## src/rtl/calc_core_pkg.sv

```systemverilog
`default_nettype none
// ============================================================================
// Module      : calc_core_pkg
// Description : Shared key codes, operator and state encodings for the
//               calculator sequencer and its multiply/divide engine.
// Revision    : 1.0 - initial release
// ============================================================================
package calc_core_pkg;

    // Keypad codes above the digits 0-9
    localparam logic [3:0] KEY_ADD = 4'hA;
    localparam logic [3:0] KEY_SUB = 4'hB;
    localparam logic [3:0] KEY_MUL = 4'hC;
    localparam logic [3:0] KEY_DIV = 4'hD;
    localparam logic [3:0] KEY_EQ  = 4'hE;
    localparam logic [3:0] KEY_CLR = 4'hF;

    // Largest value the four-digit display can show
    localparam int DEFAULT_MAX_VAL = 9999;

    typedef enum logic [1:0] {
        OP_ADD = 2'd0,
        OP_SUB = 2'd1,
        OP_MUL = 2'd2,
        OP_DIV = 2'd3
    } op_e;

    typedef enum logic [1:0] {
        ST_ENTRY_A = 2'd0,
        ST_ENTRY_B = 2'd1,
        ST_COMPUTE = 2'd2,
        ST_RESULT  = 2'd3
    } state_e;

    // Map an operator key (A-D) onto the operator encoding
    function automatic op_e key_to_op(input logic [3:0] k);
        op_e v;
        case (k)
            KEY_SUB: v = OP_SUB;
            KEY_MUL: v = OP_MUL;
            KEY_DIV: v = OP_DIV;
            default: v = OP_ADD;
        endcase
        return v;
    endfunction

endpackage
`default_nettype wire

```

## src/rtl/seq_muldiv.sv

```systemverilog
`default_nettype none
// ============================================================================
// Module      : seq_muldiv
// Description : Sequential NUM_W-cycle shift-add multiplier and restoring
//               divider. A divide by zero finishes one cycle after start.
//               done/result/ovf/div0 are valid in the cycle the last step
//               is being performed, so the caller can register them on the
//               same edge.
// Revision    : 1.0 - initial release
// ============================================================================
module seq_muldiv
    import calc_core_pkg::*;
#(
    parameter int NUM_W   = 14,
    parameter int MAX_VAL = DEFAULT_MAX_VAL
) (
    input  logic             clk,
    input  logic             rst,
    input  logic             start,
    input  op_e              op,
    input  logic [NUM_W-1:0] a,
    input  logic [NUM_W-1:0] b,
    output logic             done,
    output logic [NUM_W-1:0] result,
    output logic             ovf,
    output logic             div0
);

    localparam int PW    = 2 * NUM_W;
    localparam int CNT_W = $clog2(NUM_W);

    logic             r_run;
    logic             r_is_div;
    logic             r_div0;
    logic [CNT_W-1:0] r_cnt;
    logic [PW-1:0]    r_prod;
    logic [PW-1:0]    r_mcand;
    logic [NUM_W-1:0] r_mplier;
    logic             r_ovf;
    logic [NUM_W-1:0] r_rem;
    logic [NUM_W-1:0] r_quo;
    logic [NUM_W-1:0] r_dvsr;

    logic [PW-1:0]    w_prod_sum;
    logic             w_ovf_nxt;
    logic [NUM_W:0]   w_rem_shift;
    logic [NUM_W:0]   w_rem_diff;
    logic             w_rem_ge;
    logic [NUM_W-1:0] w_rem_nxt;
    logic [NUM_W-1:0] w_quo_nxt;
    logic             w_last;

    // One multiply step: add the shifted multiplicand when the current B bit is set
    assign w_prod_sum = r_mplier[0] ? (r_prod + r_mcand) : r_prod;
    assign w_ovf_nxt  = r_ovf | (w_prod_sum > PW'(MAX_VAL));

    // One restoring-divide step; the sign of the trial difference decides the quotient bit
    assign w_rem_shift = {r_rem, r_quo[NUM_W-1]};
    assign w_rem_diff  = w_rem_shift - {1'b0, r_dvsr};
    assign w_rem_ge    = ~w_rem_diff[NUM_W];
    assign w_rem_nxt   = w_rem_ge ? w_rem_diff[NUM_W-1:0] : w_rem_shift[NUM_W-1:0];
    assign w_quo_nxt   = {r_quo[NUM_W-2:0], w_rem_ge};

    assign w_last = (r_cnt == CNT_W'(NUM_W - 1));
    assign done   = r_run & (r_div0 | w_last);
    assign result = r_div0 ? '0 : (r_is_div ? w_quo_nxt : w_prod_sum[NUM_W-1:0]);
    assign ovf    = ~r_is_div & w_ovf_nxt;
    assign div0   = r_div0;

    // Load operands on start, then advance one bit per cycle until done
    always_ff @(posedge clk) begin
        if (rst) begin
            r_run    <= 1'b0;
            r_is_div <= 1'b0;
            r_div0   <= 1'b0;
            r_cnt    <= '0;
            r_prod   <= '0;
            r_mcand  <= '0;
            r_mplier <= '0;
            r_ovf    <= 1'b0;
            r_rem    <= '0;
            r_quo    <= '0;
            r_dvsr   <= '0;
        end else if (start) begin
            r_run    <= 1'b1;
            r_is_div <= (op == OP_DIV);
            r_div0   <= (op == OP_DIV) && (b == '0);
            r_cnt    <= '0;
            r_prod   <= '0;
            r_mcand  <= PW'(a);
            r_mplier <= b;
            r_ovf    <= 1'b0;
            r_rem    <= '0;
            r_quo    <= a;
            r_dvsr   <= b;
        end else if (r_run) begin
            if (done) begin
                r_run <= 1'b0;
            end
            r_cnt    <= r_cnt + 1'b1;
            r_prod   <= w_prod_sum;
            r_mcand  <= r_mcand << 1;
            r_mplier <= r_mplier >> 1;
            r_ovf    <= w_ovf_nxt;
            r_rem    <= w_rem_nxt;
            r_quo    <= w_quo_nxt;
        end
    end

endmodule
`default_nettype wire

```

## src/rtl/calc_core.sv

```systemverilog
`default_nettype none
// ============================================================================
// Module      : calc_core
// Description : Calculator sequencer. Collects two decimal operands from
//               keypad events, runs + - * /, and strobes num/error into the
//               downstream binary-to-digit converter with a one-cycle convert.
// Revision    : 1.0 - initial release
// ============================================================================
module calc_core
    import calc_core_pkg::*;
#(
    parameter int NUM_W      = 14,
    parameter int MAX_DIGITS = 4,
    parameter int MAX_VAL    = DEFAULT_MAX_VAL
) (
    input  logic             clk,
    input  logic             rst,
    input  logic             key_valid,
    input  logic [3:0]       key_code,
    output logic [NUM_W-1:0] num,
    output logic             error,
    output logic             convert,
    output logic             busy
);

    localparam int CNT_W = $clog2(MAX_DIGITS + 1);

    state_e           r_state;
    op_e              r_op;
    logic [NUM_W-1:0] r_a;
    logic [NUM_W-1:0] r_b;
    logic [CNT_W-1:0] r_cnt;

    logic             w_key_digit;
    logic             w_key_op;
    logic             w_key_eq;
    logic             w_key_clr;
    logic [NUM_W-1:0] w_acc;
    logic [NUM_W-1:0] w_acc_nxt;
    logic [NUM_W-1:0] w_digit;
    logic             w_digit_ok;
    logic             w_eq_go;
    logic             w_eng_start;
    logic [NUM_W:0]   w_sum;
    logic             w_fin;
    logic             w_fin_err;
    logic [NUM_W-1:0] w_fin_val;

    logic             w_eng_done;
    logic [NUM_W-1:0] w_eng_result;
    logic             w_eng_ovf;
    logic             w_eng_div0;

    assign w_key_digit = (key_code <= 4'd9);
    assign w_key_op    = (key_code >= KEY_ADD) && (key_code <= KEY_DIV);
    assign w_key_eq    = (key_code == KEY_EQ);
    assign w_key_clr   = (key_code == KEY_CLR);

    // Decimal shift-in of the operand currently being entered: acc*10 + d
    assign w_digit    = NUM_W'(key_code);
    assign w_acc      = (r_state == ST_ENTRY_B) ? r_b : r_a;
    assign w_acc_nxt  = (w_acc << 3) + (w_acc << 1) + w_digit;
    assign w_digit_ok = (r_cnt < CNT_W'(MAX_DIGITS));

    // Equals is only honoured once B has at least one digit
    assign w_eq_go     = key_valid && w_key_eq && !w_key_clr &&
                         (r_state == ST_ENTRY_B) && (r_cnt != '0);
    assign w_eng_start = w_eq_go && ((r_op == OP_MUL) || (r_op == OP_DIV));

    assign w_sum = {1'b0, r_a} + {1'b0, r_b};

    // Completion condition and result of the current COMPUTE cycle
    always_comb begin
        w_fin     = 1'b0;
        w_fin_err = 1'b0;
        w_fin_val = '0;
        case (r_op)
            OP_ADD: begin
                w_fin     = 1'b1;
                w_fin_err = (w_sum > (NUM_W + 1)'(MAX_VAL));
                w_fin_val = w_sum[NUM_W-1:0];
            end
            OP_SUB: begin
                w_fin     = 1'b1;
                w_fin_err = (r_b > r_a);
                w_fin_val = r_a - r_b;
            end
            default: begin
                w_fin     = w_eng_done;
                w_fin_err = w_eng_ovf | w_eng_div0;
                w_fin_val = w_eng_result;
            end
        endcase
    end

    seq_muldiv #(
        .NUM_W   (NUM_W),
        .MAX_VAL (MAX_VAL)
    ) u_muldiv (
        .clk    (clk),
        .rst    (rst),
        .start  (w_eng_start),
        .op     (r_op),
        .a      (r_a),
        .b      (r_b),
        .done   (w_eng_done),
        .result (w_eng_result),
        .ovf    (w_eng_ovf),
        .div0   (w_eng_div0)
    );

    // Sequencer FSM with registered display outputs; clear overrides every state
    always_ff @(posedge clk) begin
        if (rst) begin
            r_state <= ST_ENTRY_A;
            r_op    <= OP_ADD;
            r_a     <= '0;
            r_b     <= '0;
            r_cnt   <= '0;
            num     <= '0;
            error   <= 1'b0;
            convert <= 1'b0;
            busy    <= 1'b0;
        end else begin
            convert <= 1'b0;
            if (key_valid && w_key_clr) begin
                r_state <= ST_ENTRY_A;
                r_op    <= OP_ADD;
                r_a     <= '0;
                r_b     <= '0;
                r_cnt   <= '0;
                num     <= '0;
                error   <= 1'b0;
                convert <= 1'b1;
                busy    <= 1'b0;
            end else begin
                case (r_state)
                    ST_ENTRY_A, ST_ENTRY_B: begin
                        if (key_valid && w_key_digit) begin
                            if (w_digit_ok) begin
                                if (r_state == ST_ENTRY_B) begin
                                    r_b <= w_acc_nxt;
                                end else begin
                                    r_a <= w_acc_nxt;
                                end
                                r_cnt   <= r_cnt + 1'b1;
                                num     <= w_acc_nxt;
                                error   <= 1'b0;
                                convert <= 1'b1;
                            end
                        end else if (key_valid && w_key_op) begin
                            if (r_state == ST_ENTRY_A) begin
                                r_op    <= key_to_op(key_code);
                                r_b     <= '0;
                                r_cnt   <= '0;
                                r_state <= ST_ENTRY_B;
                            end else if (r_cnt == '0) begin
                                r_op <= key_to_op(key_code);
                            end
                        end else if (w_eq_go) begin
                            r_state <= ST_COMPUTE;
                            busy    <= 1'b1;
                        end
                    end
                    ST_COMPUTE: begin
                        if (w_fin) begin
                            r_state <= ST_RESULT;
                            r_a     <= w_fin_err ? '0 : w_fin_val;
                            r_b     <= '0;
                            r_cnt   <= '0;
                            num     <= w_fin_err ? '0 : w_fin_val;
                            error   <= w_fin_err;
                            convert <= 1'b1;
                            busy    <= 1'b0;
                        end
                    end
                    ST_RESULT: begin
                        if (key_valid && w_key_digit) begin
                            r_a     <= w_digit;
                            r_b     <= '0;
                            r_cnt   <= CNT_W'(1);
                            r_state <= ST_ENTRY_A;
                            num     <= w_digit;
                            error   <= 1'b0;
                            convert <= 1'b1;
                        end else if (key_valid && w_key_op && !error) begin
                            r_op    <= key_to_op(key_code);
                            r_b     <= '0;
                            r_cnt   <= '0;
                            r_state <= ST_ENTRY_B;
                        end
                    end
                    default: begin
                        r_state <= ST_ENTRY_A;
                    end
                endcase
            end
        end
    end

endmodule
`default_nettype wire

```

## config.mk

```make
export PLATFORM = sky130hd
export DESIGN_NAME = calc_core
export DESIGN_NICKNAME = d
export VERILOG_FILES = /design/src/rtl/calc_core_pkg.sv /design/src/rtl/seq_muldiv.sv /design/src/rtl/calc_core.sv
export SDC_FILE = /design/constraint.sdc
export NUM_CORES = 1
export LEC_CHECK = 0
export BUFFER_PORTS_ARGS = -buffer_cell sky130_fd_sc_hd__buf_2
export CORE_AREA = 2 2 159 239
export DETAILED_ROUTE_END_ITERATION = 6
export DIE_AREA = 0 0 161 241
export GPL_TIMING_DRIVEN = 0
export HOLD_SLACK_MARGIN = 0.15
export PLACE_DENSITY = 0.43
export REMOVE_ABC_BUFFERS = 1
export SKIP_LAST_GASP = 1
export SLEW_MARGIN = 15
export SYNTH_ARGS = -nofsm -noshare
export SYNTH_HDL_FRONTEND = slang
export SYNTH_SLANG_ARGS = --single-unit
```

## constraint.sdc

```tcl
create_clock -name clk -period 9.3 [get_ports clk]
set_input_delay 0.465 -clock clk [delete_from_list [all_inputs] [get_ports clk]]
set_output_delay 0.465 -clock clk [all_outputs]
set_load 0.02 [all_outputs]
```

# --- Word-level counts from Yosys, hierarchy flattened ---
# Cells that the tools add are included.
# W data, S select, Z words.
word_totals:
  register_bits: 172
  latchBits: 0
  ram_bits: 0
  mem_bits_ro: 0
  inputBits: 7
  out_inout_bits: 17
  elab_cells: 183
  mem_count: 0
classes:
  addsub: 8
  n_mul: 0
  div_mod_pow: 0
  n_lt_le_gt_ge: 7
  eq_ne: 31
  n_shift: 0
  n_mux: 76
  bitwise_logic: 7
  n_reduce_logical: 33
ops:
  columns: ["op", "count"]
  rows:
  - ["$mux W14", 25]
  - ["$pmux W14 S3", 3]
  - ["$add A28 B28 Y28", 1]
  - ["$gt A28 B14 Y1 const B", 1]
  - ["$mux W28", 1]
  - ["$pmux W14 S2", 1]
  - ["$mux W2", 13]
  - ["$eq A4 B4 Y1 const B", 6]
  - ["$ne A3 B3 Y1 const B", 8]
  - ["$ne A2 B2 Y1 const B", 11]
  - ["$mux W3", 7]
  - ["$reduce_and A5 Y1", 4]
  - ["$mux W1", 17]
  - ["$add A14 B14 Y15", 1]
  - ["$gt A15 B14 Y1 const B", 1]
  - ["$sub A15 B14 Y15", 1]
  - ["$add A14 B14 Y14", 1]
  - ["$add A14 B4 Y14", 1]
  - ["$gt A14 B14 Y1", 1]
  - ["$logic_not A14 Y1", 1]
  - ["$sub A14 B14 Y14", 1]
  - ["$mux W13", 1]
  - ["$pmux W2 S3", 2]
  - ["$reduce_and A6 Y1", 2]
  - ["other kinds (23)", 51]

# --- Depth between registers and ports, before layout ---
# Gate-level depths: netlist of the first run.
logic_depth:
  depth_word: 10
  ltp_mapped: 20
  mapped_depth_nobuf: 19

# --- By module ---
# From an unflattened synthesis of the first run, not the netlist that was laid out.
unflattened:
  cells_unflattened: 1589
  area_unflattened_um2: 12552.0
by_module_without_submodules:
  columns: ["mod", "instances", "cells_per_inst", "area_per_inst_um2", "seq_area_each_um2"]
  rows:
  - ["seq_muldiv", 1, 945, 7667.4, 2402.3]
  - ["calc_core", 1, 644, 4884.7, 1041.0]

# --- Worst setup path after synthesis of the first run ---
# No wires, ideal clock.
synth_timing:
  path_kind: "reg-to-reg"
  startpoint: "reg r_state[1]"
  endpoint: "reg num[13]"
  setup_time_ns: 0.131
  arrival_time_ns: 3.723
  required_ns: 9.169
  setup_slack_ns: 5.446
  path_stages_with_launch: 20
  n_path_buf: 1
  synth_period_minus_slack_ns: 3.854
  cell_sequence: "dfxtp_1 > inv_1 > nand2_1 > clkbuf_1 > nand2_1 > o21a_1 > fa_1 > inv_1 > ha_1 > a21o_1 > a21oi_1 > o21ai_0 > a21oi_1 > nor2b_1 > o2111ai_1 > nand3_1 > o41a_1 > xnor2_1 > a32oi_1 > a21oi_1"
synth_via:
  elab_chain_cells: 7
  word_cells_on_any_way: 16
  cone_classes: "2 x add/sub; 7 x eq/ne; 4 x mux; 3 x reduce/logical"
synth_lines:
  columns: ["element", "line_no", "rtl"]
  rows:
  - ["from (decl)", "calc_core.sv:28", "state_e r_state;"]
  - ["from (signal assigned)", "calc_core.sv:115", "r_state <= ST_ENTRY_A;"]
  - ["from (signal assigned)", "calc_core.sv:127", "r_state <= ST_ENTRY_A;"]
  - ["from (signal assigned)", "calc_core.sv:156", "r_state <= ST_ENTRY_B;"]
  - ["$eq A2 B1 Y1", "calc_core.sv:61, calc_core.sv:137", null]
  - ["$mux W13", "calc_core.sv:61", "assign w_acc = (r_state == ST_ENTRY_B) ? r_b : r_a;"]
  - ["$add A14 B14 Y14", "calc_core.sv:62", "assign w_acc_nxt = (w_acc << 3) + (w_acc << 1) + w_digit;"]
  - ["$add A14 B4 Y14", "calc_core.sv:62", null]
  - ["$mux W14", "calc_core.sv:140", "if (w_digit_ok) begin"]
  - ["$mux W14", "calc_core.sv:139", "if (key_valid && w_key_digit) begin"]
  - ["$pmux W14 S3", "calc_core.sv:137", "case (r_state)"]
  - ["to (signal assigned)", "calc_core.sv:147", "num <= w_acc_nxt;"]
  - ["to (signal assigned)", "calc_core.sv:171", "num <= w_fin_err ? '0 : w_fin_val;"]
  - ["to (signal assigned)", "calc_core.sv:183", "num <= w_digit;"]
  - ["to (decl)", "calc_core.sv:20", "output logic [NUM_W-1:0] num,"]
# Several ways; a longest one is shown, not always the timed one. The select of a mux whose other input is x is not followed.
# A chain may end at the register's enable or synchronous reset.

# --- Worst setup path after layout of the first run ---
# Ends and elaborated chain as after synthesis.

==> impl_metrics.yaml, run 1 <==
outcome:
  run_status: "finished clean"
clock_tree:
  numCtsBuffers: 17
  tritoncts: "built"
  postCtsSetupBuffers: 0
  clk_latency_ns: 0.46
  cts.clk_slew.worst_paths_ns: 0.08
  clkSinkCount: 172
  cts_resized: 0
  cts-root-buf: "clkbuf_16"
  htree_levels: 4
  clk_path_buf_depth: 2
  hold_buffers: 0
critical_path:
  slowest_delay_ns: 0.75
  end_kind: "flop"
  path_cells: "inv_1 -> nand2_1 -> mux2_2 -> inv_1 -> fa_1 -> inv_1 -> ha_1 -> a21o_1 -> a21oi_1 -> o21ai_0 -> a21oi_1 -> nor2b_1 -> o2111ai_1 -> nand3_1 -> o41a_1 -> xnor2_1 -> a32oi_1 -> a21oi_1"
  setup.worst_path.class: "reg2reg"
  critPathLaunchType: "flop"
  critPathRequiredTime_ns: 9.69
  cp_max_fo: 27
  cp_data_arrival_time_ns: 5.80
  cpMaxStageDelayCell: "nand2_1"
power_and_ir_drop:
  power_density_nw_per_um2: 131
  ir_drop_mv: 0.101
  p_leak_nw: 5.07
  intPower_mw: 1.21
  p_comb_share_pct: 11.2
  sw_frac_of_total_pct: 29.5
  clkPwrFrac_pct: 44.4
  seq_power_share_pct: 44.4
  p_sw_uw: 506
yosys:
  synth_area_um2: 12000
  synth_ff_type: "dfxtp_1"
  synth_compound_area_share_pct: 26.5
  avgSynthCellArea_um2: 7.92
  synthAdderAreaFrac_pct: 10.9
  synthTopCellsByArea: "dfxtp_1, ha_1, a21oi_1"
  netlist_instances: 1510
  synth_cell_types: 83
  synth.area.mux_share_pct: 6.85
  synth_seq_cells: 172
  ys_warn_count: 0
  yosysTopAreaCellShare_pct: 28.8
  synth_edf_count: 0
  synthArstFlopShare_pct: 0
  synth_top_family_by_area: "compound AO/OA/AOI/OAI gates"
  synth_xor_xnor_area_share_pct: 4.03
  yosys.area_share.simple_pct: 17.6
  yosysSeqAreaShare_pct: 28.8
  synth_largest_area_cell: "dfxtp_1"
routing:
  viasPerCell: 5.36
  drtPass1Iterations: 5
  drt_iter0_drc: 563
  ant_nets: 0
  via_count: 10600
  avgRoutedWirePerCell_um: 18.9
  wl_um: 37300
  drc: 0
timing:
  slew_violations: 0
  period_share_pct: 58.2
  relSlewSlack_pct: 24.9
  grt_setup_unrepaired: "no"
  setup_viol: 0
  finalSetupTns_ns: 0
  hold_viol_final: 0
  fin_skew_ns: 0.0131
  fmax_mhz: 185
  period_minus_slack_ns: 5.41
  worst_slew_pin_slew_ns: 1.13
die:
  io_pins: 24
  die_h_um: 241
  die_w_um: 161
  design.die.area_um2: 38800
  start_util_pct: 32.7
  core_area_um2: 36600
  rows: 86
final_layout:
  drive_gt1_share_pct: 6.90
  num_antenna_cells: 0
  mostFrequentLayoutCell: "a21oi_1"
  post-route-util_pct: 35.9
  final_cell_mix: "a21oi_1, dfxtp_1, nor2_1"
  final-instance-count-excl-fill: 1976
  fin_nets: 1587
  area_delta_synth_final_pct: 9.69
placement:
  dp_cells: 1944
  hpwl_um: 28800
  gp_congestion: 0.859
  portBuffers: 23
job:
  drv_cap: 0
global_route:
  grt_pass1_vias: 10500
  grt_overflow_total: 0
  antenna_found_initial: 0
  grtUsageTotal_pct: 19.6
  grt_max_degree: 58
  grt_pass1_wl_um: 58900
hold_path:
  hp-class: "in2reg"
-- sequential cells by signal, summed over array words and instances, names as in the netlist --
register and count:
u_muldiv.r_mplier 14, r_state 2, num 14, r_a 14, u_muldiv.r_quo 14, u_muldiv.r_mcand 28, r_cnt 3, error 1
r_b 14, u_muldiv.r_is_div 1, u_muldiv.r_prod 28, u_muldiv.r_dvsr 14, r_op 2, u_muldiv.r_rem 14, busy 1, u_muldiv.r_ovf 1
u_muldiv.r_cnt 4, u_muldiv.div0 1, convert 1, u_muldiv.r_run 1
-- stage by stage --
stage	hold slack (ns)	cell area (um2)	setup WS [ns]	power [mW]
floorplan	0.430	11600	4.20	0.907
global placement	0.446	12300	1.41	0.970
detailed placement	0.449	12500	3.86	0.971
CTS	0.335	13100	3.83	1.75
global route	0.369	13100	3.45	1.79
finish	0.372	13100	3.89	1.71
-- path summary, 6_finish.rpt --
check | start | endpoint | slack (ns) | depth (start not counted)
setup / recovery | r_state[1] | num[13] | 3.89 | 18
hold / removal | key_code[0] | num[0] | 0.37 | 3
setup reg to reg | r_state[1] | num[13] | 3.89 | 18
hold reg to reg | u_muldiv.r_dvsr[13] | u_muldiv.r_dvsr[13] | 0.46 | 2
-- cell usage after synthesis (7+ instances only) --
library cell and instances:
a211oi_1 36, a21o_1 24, a21oi_1 173, a221o_1 7
a22oi_1 19, a31oi_1 13, and3_1 12, buf_1 7
clkbuf_1 64, dfxtp_1 172, ha_1 95, inv_1 79
mux2_2 15, mux2i_1 65, nand2_1 144, nand2b_1 16
nand3_1 27, nand3b_1 7, nand4_1 8, nor2_1 159
nor2b_1 17, nor3_1 23, nor4_1 10, o211ai_1 10
o21a_1 9, o21ai_0 73, o21ai_1 11, o21bai_1 16
o22ai_1 11, o31ai_1 7, xnor2_1 39, xor2_1 16
-- area by class of cell --
cell class	count	area, um2
Multi-Input combinational cell	1180	7930
Inverter	79	297
Clock buffer	18	439
Fill cell	3957	23500
Tap cell	484	606
Clock inverter	14	163
Timing Repair Buffer	29	236
Sequential cell	172	3450
-- kinds of logic after synthesis --
family | Yosys count
buf+inv | 158
fa+ha+maj | 101
compound gates | 487
xor+xnor | 55
mux | 80
flops | 172
simple gates | 457
-- power by group through the flow --
stage | combinational [mW] | sequential [mW] | clock (mW)
2_1_floorplan | 0.129 | 0.778 | 0
6_report | 0.192 | 0.761 | 0.760
4_1_cts | 0.194 | 0.761 | 0.792
3_3_place_gp | 0.192 | 0.779 | 0
5_1_grt | 0.213 | 0.763 | 0.813
3_5_place_dp | 0.193 | 0.778 | 0
-- per-layer routing --
| layer | vias to the layer above | GRT usage [%] | part of all wire (%) |
|---|---|---|---|
| met3 | 65 | 2.03 | 1.8 |
| met4 | 0 | 10.0 | 4.3 |
| li1 | 5423 | - | - |
| met5 | - | 0 | 0 |
| met2 | 178 | 36.8 | 53 |
| met1 | 4933 | 21.7 | 41 |
-- critical path: cells and delay by family, from the launching register on --
| kind | cells | cell delay (ns) |
|---|---|---|
| and+or+nand+nor | 3 | 0.99 |
| adders and majority gates | 2 | 0.67 |
| AOI/OAI and AO/OA | 8 | 1.66 |
| xor gates and xnor gates | 1 | 0.31 |
| buffers and inverters | 3 | 0.58 |
| DFF | 1 | 0.69 |
| muxes | 1 | 0.43 |
Note: power is estimated with default switching activity, not from simulation.
==> run 2, diff against run 1 <==
ABC_AREA = 1   (was not set)
CORE_AREA = 2 2 164 246   (was 2 2 159 239)
DIE_AREA = 0 0 166 248   (was 0 0 161 241)
clock period = 5 ns   (was 9.3 ns; I/O delays follow)
==> impl_metrics.yaml, run 2 <==
routing:
  drc: 0
  wl_um: 41800
  ant_nets: 0
  avgRoutedWirePerCell_um: 16.8
  drt_iter0_drc: 520
  viasPerCell: 4.88
  drtPass1Iterations: 5
  via_count: 12200
final_layout:
  final_cell_mix: "nand2_1, inv_1, nor2_1"
  drive_gt1_share_pct: 6.92
  num_antenna_cells: 0
  design_area_um2: 13900
  post-route-util_pct: 35.6
  multi_input_area_um2: 7730
  fin_nets: 2090
  mostFrequentLayoutCell: "nand2_1"
  final-seq-area_um2: 3450
  fill_cells: 4349
  area_delta_synth_final_pct: 8.99
  top_regs: "u_muldiv.r_mcand: 28 flops, u_muldiv.r_prod: 28 flops"
job:
  drv_cap: 0
timing:
  relSlewSlack_pct: 24.9
  fmax_mhz: 227
  layout_setup_ws_ns: 0.597
  slew_violations: 0
  fin_skew_ns: 0.0143
  hold_viol_final: 0
  setup_viol: 0
  period_minus_slack_ns: 4.40
  worst_slew_pin_slew_ns: 1.12
  period_share_pct: 88.1
  grt_setup_unrepaired: "no"
yosys:
  ys_warn_count: 0
  synthTopCellsByCount: "nand2_1, inv_1, dfxtp_1, nor2_1, a21oi_1"
  avgSynthCellArea_um2: 6.35
  synthTopCellsByArea: "dfxtp_1, nand2_1, ha_1"
  synth_area_um2: 12800
  synth_seq_cells: 172
  synthArstFlopShare_pct: 0
  yosysTopAreaCellShare_pct: 27.0
  post-synth-top-count-cell: "nand2_1"
  synth_largest_area_cell: "dfxtp_1"
  synth_ff_type: "dfxtp_1"
  yosysSeqAreaShare_pct: 27.0
  netlist_instances: 2009
  synth_cell_types: 50
  synth_edf_count: 0
die:
  core_area_um2: 39100
  die_w_um: 166
  die_h_um: 248
  io_pins: 24
  rows: 89
  start_util_pct: 32.6
  design.die.area_um2: 41200
global_route:
  grt_max_degree: 67
  top_usage_layer: "met2"
  use_met1_pct: 21.5
  grt_pass1_wl_um: 66400
  grtUsageTotal_pct: 20.5
  grt_pass1_vias: 12100
  antenna_found_initial: 0
  met3_usage_pct: 2.06
  grt_overflow_total: 0
  use_met2_pct: 42.1
placement:
  portBuffers: 23
  hpwl_um: 32900
  gp_congestion: 0.878
  place_area_um2: 13300
  pre_cts_slack_ns: -0.000715
critical_path:
  cp_max_fo: 25
  cp_data_arrival_time_ns: 4.81
  slowest_delay_ns: 0.56
  path_cells: "nor2_4 -> inv_2 -> o21ai_0 -> fa_1 -> fa_1 -> inv_1 -> nand3_1 -> nand2_1 -> a21oi_1 -> o21bai_1 -> a21oi_1 -> o21ai_0 -> a21o_1 -> a21oi_1 -> xnor2_1 -> nand2_1 -> nand3_1 -> nand2_1 -> inv_1"
  crit_family: "compound AO/OA/AOI/OAI gates"
  cpMaxStageDelayCell: "fa_1"
  r2r_cells: 19
  critPathLaunchType: "flop"
  critPathRequiredTime_ns: 5.41
  end_kind: "flop"
  cp_num_cells: 19
  setup.worst_path.class: "reg2reg"
  path_buf_inv: 3
outcome:
  run_status: "finished clean"
clock_tree:
  htree_levels: 4
  postCtsSetupBuffers: 0
  clk_latency_ns: 0.46
  cts-root-buf: "clkbuf_16"
  clk_path_buf_depth: 2
  numCtsBuffers: 17
  cts.clk_slew.worst_paths_ns: 0.07
  clkSinkCount: 172
  tritoncts: "built"
power_and_ir_drop:
  ir_drop_mv: 0.193
  p_leak_nw: 6.78
  power_density_nw_per_um2: 280
hold_path:
  hp-class: "in2reg"
  min_delay_path_depth: 3
-- run 2: path summary, 6_finish.rpt --
kind                              to          startpoint  slack [ns]
setup reg to reg             num[12]          r_state[1]        0.60
hold / removal               r_op[1]         key_code[3]        0.18
setup / recovery             num[12]          r_state[1]        0.60
hold reg to reg   u_muldiv.r_dvsr[0]  u_muldiv.r_dvsr[0]        0.48
-- run 2: final cells by class --
cell class                 instances  area share (%)
sequential                       172            24.8
clock buffer                      21            3.46
tap                              500            4.50
clock inverter                    10           0.765
multi-input combinational       1426            55.6
timing repair buffer              30            1.81
inverter                         335            9.06
-- run 2: stage by stage --
stage,power [mW],setup TNS [ns],std cells,hold slack (ns)
final,3.89,0,2494,0.181
after global routing,4.10,0,2494,0.181
after floorplan,2.22,0,1933,0.319
after detailed placement,2.54,-0.000963,2462,0.463
after CTS,3.94,0,2494,0.158
after global placement,2.53,-144.07,2456,0.462
-- run 2: repair_timing --
action | in CTS | in global routing
hold endpoints to repair | 1 | 0
hold buffers | 1 | 0
pin swaps | 0 | 0
setup endpoints to repair | 5 | 4
resized for setup | 1 | 1
-- run 2: power by group --
part	internal [mW]	total (mW)	leakage (nW)	switching, mW
clock	0.746	1.38	0.288	0.630
sequential	1.42	1.49	1.39	0.0646
combinational	0.332	1.03	5.09	0.694
-- run 2: cell families (layout without fill, tap and decap cells) --
family	count (synthesis)	count (layout)	share of synthesized area, %
AND/OR/NAND/NOR	894	894	29.7
AO/OA/AOI/OAI	386	386	17.4
buffers and inverters	411	396	12.6
flip-flops	172	172	27.0
adder cells (fa/ha/maj)	101	101	10.3
XOR/XNOR	45	45	3.09
-- run 2: per-layer routing --
layer  vias up  part of all wire (%)
met5         -                     0
met4         0                   2.6
met3        39                   1.5
met2       143                    55
met1      5600                    41
li1       6391                     -
-- run 2: worst min-delay path, cell delays in order --
cell and delay (ns):
buf_2 0.12, a31oi_1 0.15, a211oi_1 0.06
==> run 3, diff against run 2 <==
CORE_AREA = 2 2 191 212   (was 2 2 164 246)
DIE_AREA = 0 0 193 214   (was 0 0 166 248)
==> impl_metrics.yaml, run 3 (synthesis results as in run 2) <==
critical_path:
  critPathRequiredTime_ns: 5.40
  setup.worst_path.class: "reg2reg"
  path_cells: "nor2_4 -> inv_2 -> o21ai_0 -> fa_1 -> fa_1 -> inv_1 -> nand3_1 -> nand2_1 -> a21oi_1 -> o21bai_1 -> a21oi_1 -> o21ai_0 -> a21o_1 -> a21oi_1 -> xnor2_1 -> nand2_1 -> nand3_1 -> nand2_1 -> inv_1"
  slowest_delay_ns: 0.56
  end_kind: "flop"
  cpMaxStageDelayCell: "fa_1"
  cp_data_arrival_time_ns: 4.69
  critPathLaunchType: "flop"
  cp_max_fo: 25
power_and_ir_drop:
  clkPwrFrac_pct: 37.7
  p_comb_share_pct: 25.0
  intPower_mw: 2.64
  ir_drop_mv: 0.244
  p_sw_mw: 1.36
  p_leak_nw: 6.81
  power_density_nw_per_um2: 286
  sw_frac_of_total_pct: 33.9
  seq_power_share_pct: 37.3
timing:
  setup_viol: 0
  hold_viol_final: 0
  slew_violations: 0
  fin_skew_ns: 0.0121
  period_minus_slack_ns: 4.29
  hold_ws_ns: 0.192
  fmax_mhz: 233
  period_share_pct: 85.8
  grt_setup_unrepaired: "no"
  relSlewSlack_pct: 27.3
  worst_slew_pin_slew_ns: 1.09
routing:
  wl_met2_um: 18600
  drt_iter0_drc: 593
  drc: 0
  wl_met3_um: 750
  wl_met1_um: 19200
  via_count: 12100
  drtPass1Iterations: 5
  avgRoutedWirePerCell_um: 15.8
  wl_um: 39600
  viasPerCell: 4.85
  highest_layer: "met4"
  ant_nets: 0
final_layout:
  fin_nets: 2090
  area_delta_synth_final_pct: 9.58
  mostFrequentLayoutCell: "nand2_1"
  final-instance-count-excl-fill: 2502
  num_antenna_cells: 0
  final_cell_mix: "nand2_1, inv_1, nor2_1"
  drive_gt1_share_pct: 6.82
  top_regs: "u_muldiv.r_mcand: 28 flops, u_muldiv.r_prod: 28 flops"
  fill_cells: 4350
  design_area_um2: 14000
job:
  drv_cap: 0
global_route:
  grt_pass1_wl_um: 64400
  antenna_found_initial: 0
  grt_overflow_total: 0
  grt_max_degree: 60
  grtUsageTotal_pct: 20.0
  grt_pass1_vias: 12000
placement:
  portBuffers: 23
  gp_congestion: 0.905
  place_area_um2: 13300
  hpwl_um: 30800
  dp_cells: 2468
clock_tree:
  clk_path_buf_depth: 2
  cts.clk_slew.worst_paths_ns: 0.07
  tritoncts: "built"
  numCtsBuffers: 17
  cts-root-buf: "clkbuf_16"
  htree_levels: 4
  clk_latency_ns: 0.46
  clkSinkCount: 172
hold_path:
  hp-class: "in2reg"
die:
  die_h_um: 214
  die_w_um: 193
  core_area_um2: 39000
  io_pins: 24
  design.die.area_um2: 41300
  start_util_pct: 32.7
  rows: 76
outcome:
  run_status: "finished clean"
-- run 3: cell count changes in the layout (fill, tap and decap cells not counted) --
cell / delta
buf_12: -1
buf_16: +1
buf_6: -1
bufinv_16: +4
clkbuf_1: +2
clkbuf_8: -4
clkinv_1: -1
dlygate4sd3_1: +1
inv_1: +1
inv_8: -1
-- run 3: critical path, delay by kind of cell (launching register included) --
family                     cells  cell delay (ns)
AOI/OAI and AO/OA              7             1.38
xor gates and xnor gates       1             0.19
adders and majority gates      2             0.99
buffers and inverters          3             0.30
DFF                            1             0.40
and+or+nand+nor                6             0.96
-- run 3: layer usage --
metal  GRT usage (%)  vias to the layer above
met3            2.18                       47
met2            33.5                      130
met4            7.47                        0
met5               0                        -
met1            26.4                     5550
li1                -                     6399
-- run 3: repair_timing --
item | in CTS | in global routing
resized for setup | 0 | 1
buffers inserted | 0 | 0
endpoints found under the hold margin | 3 | 0
hold buffers | 2 | 0
setup endpoints to repair | 0 | 2
-- run 3: path summary, 6_finish.rpt --
path,slack (ns),cells past startpoint,from,endpoint
min reg2reg,0.47,2,u_muldiv.r_mplier[13],u_muldiv.r_mplier[12]
min,0.19,3,key_code[2],r_op[1]
max reg2reg,0.71,19,r_state[1],num[12]
max,0.71,19,r_state[1],num[12]
-- run 3: layout make-up --
| class | count | area [um2] | area share [%] |
|---|---|---|---|
| multi-input combinational | 1426 | 7730 | 55.3 |
| timing repair buffer | 30 | 258 | 1.84 |
| tap | 507 | 634 | 4.54 |
| inverter | 335 | 1260 | 9.01 |
| clock inverter | 13 | 215 | 1.54 |
| clock buffer | 19 | 433 | 3.10 |
| sequential | 172 | 3450 | 24.7 |
-- run 3: metrics by stage --
| stage | TNS (ns) | utilization (%) | setup slack (ns) | total power [mW] |
|---|---|---|---|---|
| detailed placement | 0 | 34.1 | 0.0642 | 2.52 |
| CTS | 0 | 35.8 | 0.0241 | 4.06 |
| global route | 0 | 35.8 | 0.295 | 4.25 |
| floorplan | 0 | - | 0.926 | 2.22 |
| finish | 0 | 35.8 | 0.709 | 4.00 |
| global placement | -139.77 | 33.8 | -2.16 | 2.52 |
-- run 3: power groups by stage --
stage / combinational [mW] / clock (mW) / sequential, mW
finish: 1.00 / 1.51 / 1.49
global route: 1.15 / 1.61 / 1.50
CTS: 1.00 / 1.56 / 1.49
detailed placement: 0.997 / 0 / 1.52
global placement: 0.996 / 0 / 1.52
floorplan: 0.704 / 0 / 1.52
